<file path="config.mk">
export PLATFORM = sky130hd
export DESIGN_NAME = acq_sequencer
export DESIGN_NICKNAME = d
export VERILOG_FILES = /design/src/rtl/acq_sequencer.sv
export SDC_FILE = /design/constraint.sdc
export NUM_CORES = 1
export LEC_CHECK = 0
export CAP_MARGIN = 20
export CORE_ASPECT_RATIO = 0.5
export CORE_MARGIN = 2
export CORE_UTILIZATION = 25
export CTS_CLUSTER_SIZE = 20
export DETAILED_ROUTE_END_ITERATION = 6
export PLACE_DENSITY = 0.53
export SLEW_MARGIN = 20
export SYNTH_ARGS = -nofsm -noshare
export SYNTH_HDL_FRONTEND = slang
export SYNTH_SLANG_ARGS = --single-unit
</file>
<file path="constraint.sdc">
create_clock -name i_clk -period 3.75 [get_ports i_clk]
set_input_delay 1.125 -clock i_clk [delete_from_list [all_inputs] [get_ports i_clk]]
set_output_delay 1.125 -clock i_clk [all_outputs]
set_load 0.01 [all_outputs]
</file>
<file path="src/rtl/acq_sequencer.sv">
// Run controller for the acquisition engines: arms one selected engine, counts ADC samples,
// parks it after the programmed count or an abort, and muxes its pins. Optional watchdog: ACQ_SEQ_TIMEOUT_EN.
module acq_sequencer #(
    parameter int          N_MODES      = 4,
    parameter int          COUNT_W      = 24,
    parameter int          PARK_CLKS    = 4,
    parameter logic [3:0]  IDLE_AZMUX   = 4'b0000,
    parameter logic        IDLE_PC      = 1'b0,
    parameter logic [23:0] TIMEOUT_CLKS = 24'hFFFFFF
) (
    input  logic                   i_clk,
    input  logic                   i_reset_n,
    input  logic [1:0]             i_cfg_mode,
    input  logic [COUNT_W-1:0]     i_cfg_nsamples,
    input  logic                   i_cfg_start,
    input  logic                   i_cfg_abort,
    input  logic                   i_adc_measure_valid,
    input  logic [N_MODES-1:0]     i_eng_trig,
    input  logic [N_MODES-1:0]     i_eng_pc,
    input  logic [4*N_MODES-1:0]   i_eng_azmux,
    input  logic [3*N_MODES-1:0]   i_eng_status,
    output logic [N_MODES-1:0]     o_arm_trigger,
    output logic                   o_adc_measure_trig,
    output logic                   o_sw_pc_ctl,
    output logic [3:0]             o_azmux,
    output logic [2:0]             o_status_out,
    output logic                   o_busy,
    output logic                   o_done,
    output logic [COUNT_W-1:0]     o_sample_count,
    output logic                   o_err_timeout
);

    localparam int PARK_W = (PARK_CLKS > 1) ? $clog2(PARK_CLKS) : 1;
    localparam logic [PARK_W-1:0] PARK_LAST = PARK_W'(PARK_CLKS - 1);

    localparam logic [2:0] S_IDLE = 3'd0;
    localparam logic [2:0] S_ARM  = 3'd1;
    localparam logic [2:0] S_RUN  = 3'd2;
    localparam logic [2:0] S_PARK = 3'd3;
    localparam logic [2:0] S_DONE = 3'd4;

    logic [2:0]          r_state;
    logic                r_arm_cnt;
    logic [PARK_W-1:0]   r_park_cnt;
    logic [1:0]          r_mode;
    logic [COUNT_W-1:0]  r_nsamples;
    logic [COUNT_W-1:0]  r_count;
    logic                r_valid_d;
    logic [N_MODES-1:0]  r_arm;
    logic                r_trig;
    logic                r_pc;
    logic [3:0]          r_azmux;
    logic [2:0]          r_status;
    logic                r_busy;
    logic                r_done;

    logic [2:0]          w_next;
    logic                w_edge;
    logic                w_start_ok;
    logic                w_wd_expire;
    logic [COUNT_W-1:0]  w_count_plus;
    logic                w_count_hit;
    logic                w_sel_trig;
    logic                w_sel_pc;
    logic [3:0]          w_sel_azmux;
    logic [2:0]          w_sel_status;

    function automatic logic [N_MODES-1:0] f_onehot(input logic [1:0] m);
        logic [N_MODES-1:0] v;
        v = {N_MODES{1'b0}};
        for (int k = 0; k < N_MODES; k++) begin
            v[k] = (m == 2'(k));
        end
        return v;
    endfunction

    assign w_edge       = i_adc_measure_valid & ~r_valid_d;
    assign w_count_plus = r_count + {{(COUNT_W-1){1'b0}}, 1'b1};
    assign w_count_hit  = (r_nsamples != {COUNT_W{1'b0}}) && (w_count_plus == r_nsamples);
    assign w_start_ok   = ((r_state == S_IDLE) || (r_state == S_DONE)) && i_cfg_start && !i_cfg_abort;

    // AND-OR mux of the selected engine's pins
    always_comb begin
        w_sel_trig   = 1'b0;
        w_sel_pc     = 1'b0;
        w_sel_azmux  = 4'b0000;
        w_sel_status = 3'b000;
        for (int k = 0; k < N_MODES; k++) begin
            w_sel_trig   = w_sel_trig   | (i_eng_trig[k] & (r_mode == 2'(k)));
            w_sel_pc     = w_sel_pc     | (i_eng_pc[k]   & (r_mode == 2'(k)));
            w_sel_azmux  = w_sel_azmux  | (i_eng_azmux[4*k +: 4]  & {4{r_mode == 2'(k)}});
            w_sel_status = w_sel_status | (i_eng_status[3*k +: 3] & {3{r_mode == 2'(k)}});
        end
    end

    // Next-state decode; abort outranks start and sample completion
    always_comb begin
        w_next = r_state;
        case (r_state)
            S_IDLE, S_DONE: begin
                if (w_start_ok) w_next = S_ARM;
                else            w_next = S_IDLE;
            end
            S_ARM: begin
                if (i_cfg_abort)    w_next = S_PARK;
                else if (r_arm_cnt) w_next = S_RUN;
                else                w_next = S_ARM;
            end
            S_RUN: begin
                if (i_cfg_abort || (w_edge && w_count_hit) || w_wd_expire) w_next = S_PARK;
                else                                                       w_next = S_RUN;
            end
            S_PARK: begin
                if (r_park_cnt == PARK_LAST) w_next = S_DONE;
                else                         w_next = S_PARK;
            end
            default: w_next = S_IDLE;
        endcase
    end

    // State, counters and registered outputs, all driven from the next state
    always_ff @(posedge i_clk) begin
        if (!i_reset_n) begin
            r_state    <= S_IDLE;
            r_arm_cnt  <= 1'b0;
            r_park_cnt <= {PARK_W{1'b0}};
            r_mode     <= 2'd0;
            r_nsamples <= {COUNT_W{1'b0}};
            r_count    <= {COUNT_W{1'b0}};
            r_valid_d  <= 1'b0;
            r_arm      <= {N_MODES{1'b0}};
            r_trig     <= 1'b0;
            r_pc       <= IDLE_PC;
            r_azmux    <= IDLE_AZMUX;
            r_status   <= 3'b000;
            r_busy     <= 1'b0;
            r_done     <= 1'b0;
        end else begin
            r_state    <= w_next;
            r_valid_d  <= i_adc_measure_valid;
            r_arm_cnt  <= (r_state == S_ARM) ? ~r_arm_cnt : 1'b0;
            r_park_cnt <= (r_state == S_PARK) ? r_park_cnt + {{(PARK_W-1){1'b0}}, 1'b1} : {PARK_W{1'b0}};
            if (w_start_ok) begin
                r_mode     <= i_cfg_mode;
                r_nsamples <= i_cfg_nsamples;
                r_count    <= {COUNT_W{1'b0}};
            end else if ((r_state == S_RUN) && w_edge) begin
                r_count    <= w_count_plus;
            end else begin
                r_count    <= r_count;
            end
            r_busy <= (w_next == S_ARM) || (w_next == S_RUN) || (w_next == S_PARK);
            r_done <= (w_next == S_DONE) && (r_state != S_DONE);
            r_arm  <= (w_next == S_RUN) ? f_onehot(r_mode) : {N_MODES{1'b0}};
            r_trig <= (w_next == S_RUN) ? w_sel_trig : 1'b0;
            if ((w_next == S_RUN) || (w_next == S_PARK)) begin
                r_pc     <= w_sel_pc;
                r_azmux  <= w_sel_azmux;
                r_status <= w_sel_status;
            end else begin
                r_pc     <= IDLE_PC;
                r_azmux  <= IDLE_AZMUX;
                r_status <= 3'b000;
            end
        end
    end

`ifdef ACQ_SEQ_TIMEOUT_EN
    logic [23:0] r_wd;
    logic        r_err;

    assign w_wd_expire   = (r_state == S_RUN) && !w_edge && (r_wd == (TIMEOUT_CLKS - 24'd1));
    assign o_err_timeout = r_err;

    // Watchdog restarts on RUN entry and on every counted sample
    always_ff @(posedge i_clk) begin
        if (!i_reset_n) begin
            r_wd  <= 24'd0;
            r_err <= 1'b0;
        end else begin
            if ((r_state != S_RUN) || w_edge) r_wd <= 24'd0;
            else                              r_wd <= r_wd + 24'd1;
            if (w_start_ok)       r_err <= 1'b0;
            else if (w_wd_expire) r_err <= 1'b1;
            else                  r_err <= r_err;
        end
    end
`else
    assign w_wd_expire   = 1'b0;
    assign o_err_timeout = (TIMEOUT_CLKS == 24'd0) & 1'b0;
`endif

    assign o_arm_trigger      = r_arm;
    assign o_adc_measure_trig = r_trig;
    assign o_sw_pc_ctl        = r_pc;
    assign o_azmux            = r_azmux;
    assign o_status_out       = r_status;
    assign o_busy             = r_busy;
    assign o_done             = r_done;
    assign o_sample_count     = r_count;

endmodule

</file>
==> run_results.csv <==
group,metric,value,unit
run,drv_cap,0,
logic_synthesis,synthTopCellsByArea,"dfxtp_1 38%, nand2_1 7.9%, xnor2_1 7.4%, a21boi_0 5.4%, mux4_2 5.4%",
logic_synthesis,syn_area_per_cell,8.64,µm²
placement,place_inst,717,
logic_synthesis,synth_top_area_cell,"dfxtp_1",
sta,finalHoldViolations,0,
final_layout,n_antenna_cell,0,
clock_tree,postCtsSetupBuffers,0,
route,drcViolationCount,0,
route,wire_per_inst,14.1,µm
global_route,overflow,0,
setup_path,crit_family,"compound AO/OA/AOI/OAI gates",
clock_tree,insertion_delay,0.33,ns
sta,fin_tns_setup,0,ns
setup_path,cp-end-kind,"register",
final_layout,fillCellCount,1528,
setup_path,cp_slowest_cell,"nor4_1",
route,viasPerCell,4.60,
floorplan,die_w,178,µm
sta,relSlewSlack,49.1,%
pwr,powerDensity,353,nW/µm²
global_route,antenna_found_initial,0,
final_layout,area_delta_synth_final,40.4,%
clock_tree,cts_hold_buf,0,
floorplan,ios,107,
setup_path,critPathBufInv,1,
route,wirelength,10.3,mm
logic_synthesis,netlist_area,3770,µm²
placement,gp_congestion,0.806,
logic_synthesis,synth_top_area_share,38.3,%
logic_synthesis,yosysSeqAreaShare,38.3,%
logic_synthesis,synthCells,436,
setup_path,worstPathArrival,3.13,ns
logic_synthesis,ys_ff_latch,72,
logic_synthesis,synth_edf_count,0,
clock_tree,root_buffer,"clkbuf_16",
clock_tree,clockBufferDepth,2,
setup_path,crit_path_max_incr_delay,0.53,ns
floorplan,coreArea,14600,µm²
setup_path,setup.worst_path.start_class,"register",
logic_synthesis,syn-num-nets,505,
setup_path,required,3.93,ns
logic_synthesis,synth_flop_cell,"dfxtp_1",
final_layout,finalNetCount,599,
min_path,hold_class,"reg -> reg",
status,status,"finished clean",
final_layout,fin_cells,733,
clock_tree,cts_tree,"yes",
sta,worst_slack,0.804,ns
clock_tree,clock_sinks,72,
sta,rsz0062_at_grt,"false",
global_route,track_usage,13.0,%
placement,dpl_cell_area,5000,µm²
sta,finClkSkew,0.00487,ns
clock_tree,post_cts_resized,0,
placement,dpl.hpwl,7.82,mm
sta,period_needed,2.95,ns
final_layout,final_common_cell,"clkdlybuf4s50_1",
clock_tree,numCtsBuffers,9,
clock_tree,cts_max_level,3,
route,dr.pass1.iters,4,
final_layout,drive_gt1_share,8.04,%
setup_path,path_class,"reg -> reg",
global_route,grt_pass1_wl,16.4,mm
sta,finalSetupViolations,0,
route,vias,3375,
sta,whs,0.429,ns
logic_synthesis,synth-async-reset-ratio,0,%
placement,pre_cts_slack,0.557,ns
global_route,grt_max_degree,32,
floorplan,initial_core_util,25.8,%
setup_path,crit_chain,"ha_1 > nand3_1 > buf_4 > nor4_1 > xnor2_1 > o211ai_1 > a2111o_1 > o31ai_4 > nor4b_1",
pwr,irDropWorstVdd,0.188,mV
sta,maxSlewViolCount,0,
final_layout,final_core_util,36.3,%
pwr,power,1.86,mW
pwr,power.leakage,1.76,nW
placement,portBuffers,105,
floorplan,die-area,16100,µm²
sta,max_freq,339,MHz
route,antenna_left,0,
logic_synthesis,ys_warn_count,0,
route,drt_first_iter_violations,105,
logic_synthesis,ys_types,54,
floorplan,rows,31,
final_layout,layout_common_cells,"105 x clkdlybuf4s50_1, 79 x nand2_1, 72 x dfxtp_1, 32 x xnor2_1, 29 x nor2_1",
sta,fin_crit_sh,78.6,%
floorplan,die_h,90.8,µm
setup_path,worstPathMaxFanout,12,
global_route,grt_pass1_vias,3131,
sta,tightest_slew,0.762,ns
final_layout,design_area,5290,µm²
clock_tree,clk_pin_slew_worst_paths,0.06,ns
## cell families (layout without fill, tap and decap cells)
family,Yosys count,count (layout),synth area share [%]
XOR/XNOR,48,48,11.2
multiplexers,10,10,5.68
buffers and inverters,36,135,4.02
AO/OA/AOI/OAI,71,71,13.4
other,1,1,0.0995
flip-flops,72,72,38.3
adder cells (fa/ha/maj),2,2,0.664
AND/OR/NAND/NOR,196,196,26.7
## worst reg2reg max path, stage by stage (launching register included)
cell	delay (ns)
dfxtp_1	0.49
ha_1	0.26
nand3_1	0.09
buf_4	0.19
nor4_1	0.53
xnor2_1	0.23
o211ai_1	0.14
a2111o_1	0.39
o31ai_4	0.39
nor4b_1	0.10
## flip-flops by register name (all words and copies together) (netlist names), 2 cells and up
register	flops
o_arm_trigger	4
o_azmux	4
o_sample_count	24
o_status_out	3
r_mode	2
r_nsamples	24
r_park_cnt	2
r_state	3
## final cells by class
type / instances / area, µm² / area share, %
clock buffers: 13 / 270 / 5.11
clock inverters: 3 / 15.0 / 0.284
inverters: 7 / 26.3 / 0.497
multi-input cells: 328 / 2180 / 41.3
flip-flops and latches: 72 / 1440 / 27.3
well taps: 198 / 248 / 4.69
repair buffers: 112 / 1100 / 20.9
## synth_stat cells, drive strengths merged (7+ instances only)
cell,n
nand2,79
dfxtp,72
xnor2,32
nor2,30
a21boi,27
clkbuf,19
nor4,18
xor2,16
nand3,13
a21oi,11
and2,11
o21ai,11
buf,10
mux4,9
or3,9
inv,7
nand4,7
## worst paths after layout
kind | end | start | cells after the start | slack (ns)
max reg2reg | o_arm_trigger[2] | o_sample_count[0] | 9 | 0.80
min | r_park_cnt[0] | r_park_cnt[0] | 1 | 0.43
max | o_arm_trigger[2] | o_sample_count[0] | 9 | 0.80
min reg2reg | r_park_cnt[0] | r_park_cnt[0] | 1 | 0.43
## power by group
group | total (mW) | internal [mW] | switching, mW | leakage (nW)
Sequential | 0.821 | 0.790 | 0.0305 | 0.584
Combinational | 0.228 | 0.137 | 0.0904 | 1.03
Clock | 0.815 | 0.499 | 0.316 | 0.145
Total | 1.86 | 1.43 | 0.437 | 1.76
## metal layers
metal / up-vias / part of all wire, % / GRT usage, %
li1: 1712 / - / -
met4: 0 / 1.5 / 3.83
met2: 96 / 44 / 20.2
met1: 1555 / 48 / 17.3
met5: - / 0 / 0
met3: 12 / 6.2 / 4.00
Power figures use the tool's default switching activity.
